### config.mk
export PLATFORM = sky130hd
export DESIGN_NAME = fma16_horner_flat
export DESIGN_NICKNAME = d
export VERILOG_FILES = /design/src/rtl/fma16_horner_if.sv /design/src/rtl/fma16_horner.sv /design/src/flat_wrapper.sv
export SDC_FILE = /design/constraint.sdc
export NUM_CORES = 1
export LEC_CHECK = 0
export ABC_AREA = 1
export BUFFER_PORTS_ARGS = -buffer_cell sky130_fd_sc_hd__buf_2
export CAP_MARGIN = 20
export CELL_PAD_IN_SITES_DETAIL_PLACEMENT = 0
export CELL_PAD_IN_SITES_GLOBAL_PLACEMENT = 2
export CORE_MARGIN = 2
export CORE_UTILIZATION = 34
export DETAILED_ROUTE_END_ITERATION = 12
export PLACE_DENSITY_LB_ADDON = 0.1
export SLEW_MARGIN = 0
export SYNTH_ARGS = -nofsm -noshare
export SYNTH_HDL_FRONTEND = slang
export SYNTH_SLANG_ARGS = --single-unit
### constraint.sdc
create_clock -name clk -period 7.15 [get_ports clk]
set_input_delay 1.43 -clock clk [delete_from_list [all_inputs] [get_ports clk]]
set_output_delay 1.43 -clock clk [all_outputs]
set_load 0.005 [all_outputs]
### src/rtl/fma16_horner_if.sv
// Request/response bundle of the Horner polynomial evaluator: coefficient
// writes, evaluation requests and results.
interface fma16_horner_if #(
    parameter int DW = 3
);
    logic            coef_we;
    logic [DW-1:0]   coef_addr;
    logic [15:0]     coef_data;

    logic            start_valid;
    logic            start_ready;
    logic [15:0]     start_x;
    logic [DW-1:0]   start_deg;
    logic [1:0]      start_rm;

    logic            out_valid;
    logic            out_ready;
    logic [15:0]     out_result;
    logic [3:0]      out_flags;

    modport master (
        output coef_we, coef_addr, coef_data,
        output start_valid, start_x, start_deg, start_rm,
        input  start_ready,
        input  out_valid, out_result, out_flags,
        output out_ready
    );

    modport slave (
        input  coef_we, coef_addr, coef_data,
        input  start_valid, start_x, start_deg, start_rm,
        output start_ready,
        output out_valid, out_result, out_flags,
        input  out_ready
    );
endinterface

### src/rtl/fma16_horner.sv
// Horner-rule binary16 polynomial evaluator: one fused multiply-add per clock
// through an external combinational fma16, with sticky IEEE flags.
module fma16_horner #(
    parameter int N_COEF = 8,
    parameter int DW     = $clog2(N_COEF)
) (
    input  logic                clk,
    input  logic                rst_n,
    fma16_horner_if.slave       bus,
    output logic [15:0]         fma_x,
    output logic [15:0]         fma_y,
    output logic [15:0]         fma_z,
    output logic                fma_mul,
    output logic                fma_add,
    output logic                fma_negp,
    output logic                fma_negz,
    output logic [1:0]          fma_roundmode,
    input  logic [15:0]         fma_result,
    input  logic [3:0]          fma_flags
);

    typedef enum logic [1:0] {
        IDLE = 2'd0,
        RUN  = 2'd1,
        DONE = 2'd2
    } state_t;

    state_t          state;
    state_t          state_nxt;

    logic [15:0]     acc;
    logic [15:0]     x_r;
    logic [1:0]      rm_r;
    logic [DW-1:0]   cnt;
    logic [3:0]      flags_r;
    logic [15:0]     coef [N_COEF];

    logic [DW-1:0]   deg_eff;
    logic            start_acc;

    // Degrees beyond the storage depth evaluate the full stored polynomial.
    function automatic logic [DW-1:0] clamp_deg(input logic [DW-1:0] d);
        if (32'(d) >= N_COEF)
            return DW'(N_COEF - 1);
        return d;
    endfunction

    assign deg_eff   = clamp_deg(bus.start_deg);
    assign start_acc = (state == IDLE) && bus.start_valid;

    always_ff @(posedge clk or negedge rst_n) begin
        if (!rst_n)
            state <= IDLE;
        else
            state <= state_nxt;
    end

    always_ff @(posedge clk or negedge rst_n) begin
        if (!rst_n) begin
            acc     <= 16'h0000;
            x_r     <= 16'h0000;
            rm_r    <= 2'b01;
            cnt     <= '0;
            flags_r <= 4'b0000;
        end else begin
            case (state)
                IDLE: begin
                    if (start_acc) begin
                        x_r     <= bus.start_x;
                        rm_r    <= bus.start_rm;
                        acc     <= coef[deg_eff];
                        cnt     <= deg_eff;
                        flags_r <= 4'b0000;
                    end
                end
                RUN: begin
                    acc     <= fma_result;
                    flags_r <= flags_r | fma_flags;
                    cnt     <= cnt - DW'(1);
                end
                default: ;
            endcase
        end
    end

    // Writes are frozen while an evaluation runs; an IDLE write lands after the start read.
    always_ff @(posedge clk or negedge rst_n) begin
        if (!rst_n) begin
            for (int i = 0; i < N_COEF; i++)
                coef[i] <= 16'h0000;
        end else if (bus.coef_we && (state != RUN)) begin
            coef[bus.coef_addr] <= bus.coef_data;
        end
    end

    always_comb begin
        state_nxt       = state;
        bus.start_ready = 1'b0;
        bus.out_valid   = 1'b0;
        fma_x           = acc;
        fma_y           = 16'h3C00;
        fma_z           = 16'h0000;
        fma_mul         = 1'b0;
        fma_add         = 1'b0;
        fma_negp        = 1'b0;
        fma_negz        = 1'b0;
        fma_roundmode   = rm_r;
        case (state)
            IDLE: begin
                bus.start_ready = 1'b1;
                if (bus.start_valid)
                    state_nxt = (deg_eff == '0) ? DONE : RUN;
            end
            RUN: begin
                fma_y   = x_r;
                fma_z   = coef[cnt - DW'(1)];
                fma_mul = 1'b1;
                fma_add = 1'b1;
                if (cnt == DW'(1))
                    state_nxt = DONE;
            end
            DONE: begin
                bus.out_valid = 1'b1;
                if (bus.out_ready)
                    state_nxt = IDLE;
            end
            default: state_nxt = IDLE;
        endcase
    end

    assign bus.out_result = (state == DONE) ? acc : 16'h0000;
    assign bus.out_flags  = (state == DONE) ? flags_r : 4'b0000;

endmodule

### src/flat_wrapper.sv
// flat-port wrapper written by rule: the top's interface ports become plain ports
module fma16_horner_flat 
#(
    parameter int N_COEF = 8,
    parameter int DW     = $clog2(N_COEF)
)
  (clk, rst_n, fma_x, fma_y, fma_z, fma_mul, fma_add, fma_negp, fma_negz, fma_roundmode, fma_result, fma_flags, bus_coef_we, bus_coef_addr, bus_coef_data, bus_start_valid, bus_start_x, bus_start_deg, bus_start_rm, bus_start_ready, bus_out_valid, bus_out_result, bus_out_flags, bus_out_ready);
  fma16_horner_if #(.DW(DW)) bus_i ();
  input  logic clk;
  input  logic rst_n;
  output logic [15:0] fma_x;
  output logic [15:0] fma_y;
  output logic [15:0] fma_z;
  output logic fma_mul;
  output logic fma_add;
  output logic fma_negp;
  output logic fma_negz;
  output logic [1:0] fma_roundmode;
  input  logic [15:0] fma_result;
  input  logic [3:0] fma_flags;
  input wire logic [$bits(bus_i.coef_we)-1:0] bus_coef_we;
  input wire logic [$bits(bus_i.coef_addr)-1:0] bus_coef_addr;
  input wire logic [$bits(bus_i.coef_data)-1:0] bus_coef_data;
  input wire logic [$bits(bus_i.start_valid)-1:0] bus_start_valid;
  input wire logic [$bits(bus_i.start_x)-1:0] bus_start_x;
  input wire logic [$bits(bus_i.start_deg)-1:0] bus_start_deg;
  input wire logic [$bits(bus_i.start_rm)-1:0] bus_start_rm;
  output wire logic [$bits(bus_i.start_ready)-1:0] bus_start_ready;
  output wire logic [$bits(bus_i.out_valid)-1:0] bus_out_valid;
  output wire logic [$bits(bus_i.out_result)-1:0] bus_out_result;
  output wire logic [$bits(bus_i.out_flags)-1:0] bus_out_flags;
  input wire logic [$bits(bus_i.out_ready)-1:0] bus_out_ready;
  assign bus_i.coef_we = bus_coef_we;
  assign bus_i.coef_addr = bus_coef_addr;
  assign bus_i.coef_data = bus_coef_data;
  assign bus_i.start_valid = bus_start_valid;
  assign bus_i.start_x = bus_start_x;
  assign bus_i.start_deg = bus_start_deg;
  assign bus_i.start_rm = bus_start_rm;
  assign bus_start_ready = bus_i.start_ready;
  assign bus_out_valid = bus_i.out_valid;
  assign bus_out_result = bus_i.out_result;
  assign bus_out_flags = bus_i.out_flags;
  assign bus_i.out_ready = bus_out_ready;
  fma16_horner #(.N_COEF(N_COEF), .DW(DW)) u_core (.clk(clk), .rst_n(rst_n), .bus(bus_i), .fma_x(fma_x), .fma_y(fma_y), .fma_z(fma_z), .fma_mul(fma_mul), .fma_add(fma_add), .fma_negp(fma_negp), .fma_negz(fma_negz), .fma_roundmode(fma_roundmode), .fma_result(fma_result), .fma_flags(fma_flags));
endmodule
==> impl_metrics.csv <==
group,metric,value,unit
outcome,status,"finished, final reports clean",
floorplanning,initial_core_util,0.343,
power,p_comb_frac,0.464,
critical_path,worstPathRequired,5.72,ns
drt,post-route-drc-count,0,
power,swShare,0.448,
critical_path,crit_fanout,31,
timing,slew_viol_final,0,
cts,cts_max_level,4,
finish,antenna_cells,0,
cts,numCtsBuffers,17,
finish,finalNetCount,1533,
cts,cts_buffer_depth,2,
critical_path,crit_slowest_cell,"dfrtp_2",
timing,skew,0.0106,ns
power,p_per_area,450,nW/um2
critical_path,r2r_start,"u_core.state[0]",
placement,dp.final_hpwl,19700,um
timing,tns,0,ns
timing,hold_violations,0,
drt,vias_per_cell,4.72,
worst_hold_path,hp-start,"u_core.fma_roundmode[0]",
global_route,antenna_found_initial,0,
critical_path,cp_common_cell,"nand2_1",
logic_synthesis,synth_area,9450,um2
floorplanning,die-area,29100,um2
drt,postRouteAntennaNets,0,
placement,gp_congestion,0.757,
drt,firstDrtPassIters,5,
cts,postCtsHoldBufs,0,
critical_path,r2r_cells,7,
global_route,grt_pass1_wl,48300,um
finish,syn_to_final_growth,17.1,%
worst_hold_path,holdPathStages,2,
logic_synthesis,ys_seq_elements,171,
timing,relSlewSlack,0.387,
finish,layout-drive-gt1-share,0.142,
floorplanning,dieWidth,171,um
power,switching_power,2.23,mW
critical_path,crit_type,"flop to output pin",
power,pwr-share-clk,0.191,
critical_path,r2r_slack,4.42,ns
worst_hold_path,hold_end,"u_core.fma_roundmode[0]",
floorplanning,die_h,171,um
timing,fin_crit_sh,0.630,
logic_synthesis,seq_area_frac_synth,0.453,
cts,clock_latency,0.44,ns
power,peakVddDrop,0.171,mV
timing,grt_setup_unrepaired,"false",
placement,port-buffer-count,138,
global_route,grt.overflow.total,0,
global_route,grt_usage,0.219,
global_route,grt_pass1_vias,8283,
global_route,grt_start_max_net_pins,71,
power,total_power,4.98,mW
power,p_seq_frac,0.345,
floorplanning,rows,61,
logic_synthesis,synth_warnings,0,
finish,final_common_cell,"nand2_1",
logic_synthesis,netlist_instances,1374,
cts,clkTransAtPathRegs,0.07,ns
timing,period_needed,4.50,ns
power,p_leak,6.05,nW
cts,cts_tree,"yes",
critical_path,path_cells,"clkinv_1 > ha_1 > inv_1 > buf_4 > a21oi_1 > o21ai_0 > nand2_1 > nand3_1 > nand2_1 > buf_2",
critical_path,worstPathArrival,3.07,ns
critical_path,r2r-end,"u_core.coef[42]",
critical_path,worst_setup_path_end_kind,"output pin",
floorplanning,fp.coreArea,27600,um2
logic_synthesis,syn_avg_cell_area,6.88,um2
cts,postCtsSetupBuffers,0,
drt,wirelength,31200,um
global_route,grtUsageMet1,0.320,
timing,fmax,0.222,GHz
logic_synthesis,synth_cell_type_count,27,
timing,tightest_slew,0.919,ns
critical_path,slowest_delay,0.74,ns
global_route,grt_use_met2,0.340,
drt,first_iter_violations,695,
power,internal_power,2.75,mW
cts,clockRootBuffer,"clkbuf_16",
cts,cts.repair.resized,0,
finish,layout_common_cells,"nand2_1 (454), inv_1 (204), dfrtp_1 (169)",
global_route,grt.busiest_layer,"met2",
cts,clock_sinks,171,
critical_path,crit_path_start_kind,"flop",
floorplanning,ios,141,
drt,post_drt_wl_per_cell,16.8,um
worst_hold_path,hold_class,"flop to flop",
flow_run,cap_violations,0,
drt,vias,8768,
global_route,use_met3,0.0347,
timing,setup_violations,0,
[how the worst max path moves through the flow]
| stage | slack [ns] | start | to | cells after the start |
|---|---|---|---|---|
| 2_1_floorplan | 3.73 | u_core.cnt[0] | fma_z[12] | 12 |
| 3_3_place_gp | 2.68 | u_core.cnt[0] | fma_z[12] | 10 |
| 3_5_place_dp | 2.64 | u_core.cnt[0] | fma_z[12] | 10 |
| 4_1_cts | 2.14 | u_core.cnt[0] | fma_z[5] | 10 |
| 5_1_grt | 2.38 | u_core.cnt[0] | fma_z[8] | 10 |
| 6_report | 2.65 | u_core.cnt[0] | fma_z[5] | 10 |
[Yosys cell counts, drive strengths merged]
cell	n	area (um2)
a21oi	71	355
buf	36	176
clkbuf	51	191
conb	1	3.75
dfrtp	170	4250
dfstp	1	26.3
ha	2	25.0
inv	209	787
nand2	455	1720
nand3	97	485
nand4	8	68.8
nor2	39	170
nor3	1	5.00
o21ai	225	1130
o22ai	2	12.5
o31ai	1	7.51
or2	4	25.0
xor2	1	16.3
[power groups by stage]
stage	clock, mW	combinational, mW	sequential, mW
6_report	0.950	2.31	1.72
3_3_place_gp	0	2.26	1.76
4_1_cts	0.980	2.29	1.75
2_1_floorplan	0	1.59	1.66
5_1_grt	1.02	2.66	1.79
3_5_place_dp	0	2.28	1.76
[worst max-delay path, delay by kind of cell (launching register included)]
kind	cells	cell delay [ns]
buf+inv	4	1.15
compound gates	2	0.17
fa+ha+maj	1	0.34
simple gates	3	0.22
flops	1	0.74
[state kept, by name (all words and copies together) (netlist names)]
signal	cells
u_core.coef	128
u_core.fma_x	16
u_core.x_r	16
u_core.flags_r	4
u_core.cnt	3
u_core.fma_roundmode	2
u_core.state	2
[cells by family after synthesis]
| logic type | share of synthesized area |
|---|---|
| xor+xnor | 0.00172 |
| other cells | 0.000397 |
| simple gates | 0.261 |
| buf+inv | 0.122 |
| compound gates | 0.159 |
| fa+ha+maj | 0.00265 |
| flops | 0.453 |
[final cells by class]
cell class              instances  area (um2)
repair buffers                159         920
flip-flops and latches        171        4280
well taps                     378         473
fillers                      3014       16500
multi-input cells             908        4020
clock buffers                  18         439
clock inverters                14         151
inverters                     209         787
[through the flow]
step	worst slack (ns)	instance area, um2	std cells	util	hold WS (ns)
6_report	2.65	11100	1857	0.402	0.470
5_1_grt	2.38	11100	1857	0.402	0.487
4_1_cts	2.14	11000	1854	0.399	0.478
3_5_place_dp	2.64	10400	1822	0.378	0.465
3_3_place_gp	2.68	10400	1821	0.377	0.456
2_1_floorplan	3.73	9460	1375	-	0.441
[per-layer routing]
layer / vias to the layer above / part of all wire
met1: 4075 / 0.51
li1: 4468 / -
met5: - / 0
met2: 212 / 0.44
met3: 13 / 0.051
met4: 0 / 0.0075
Power figures use the tool's default switching activity.
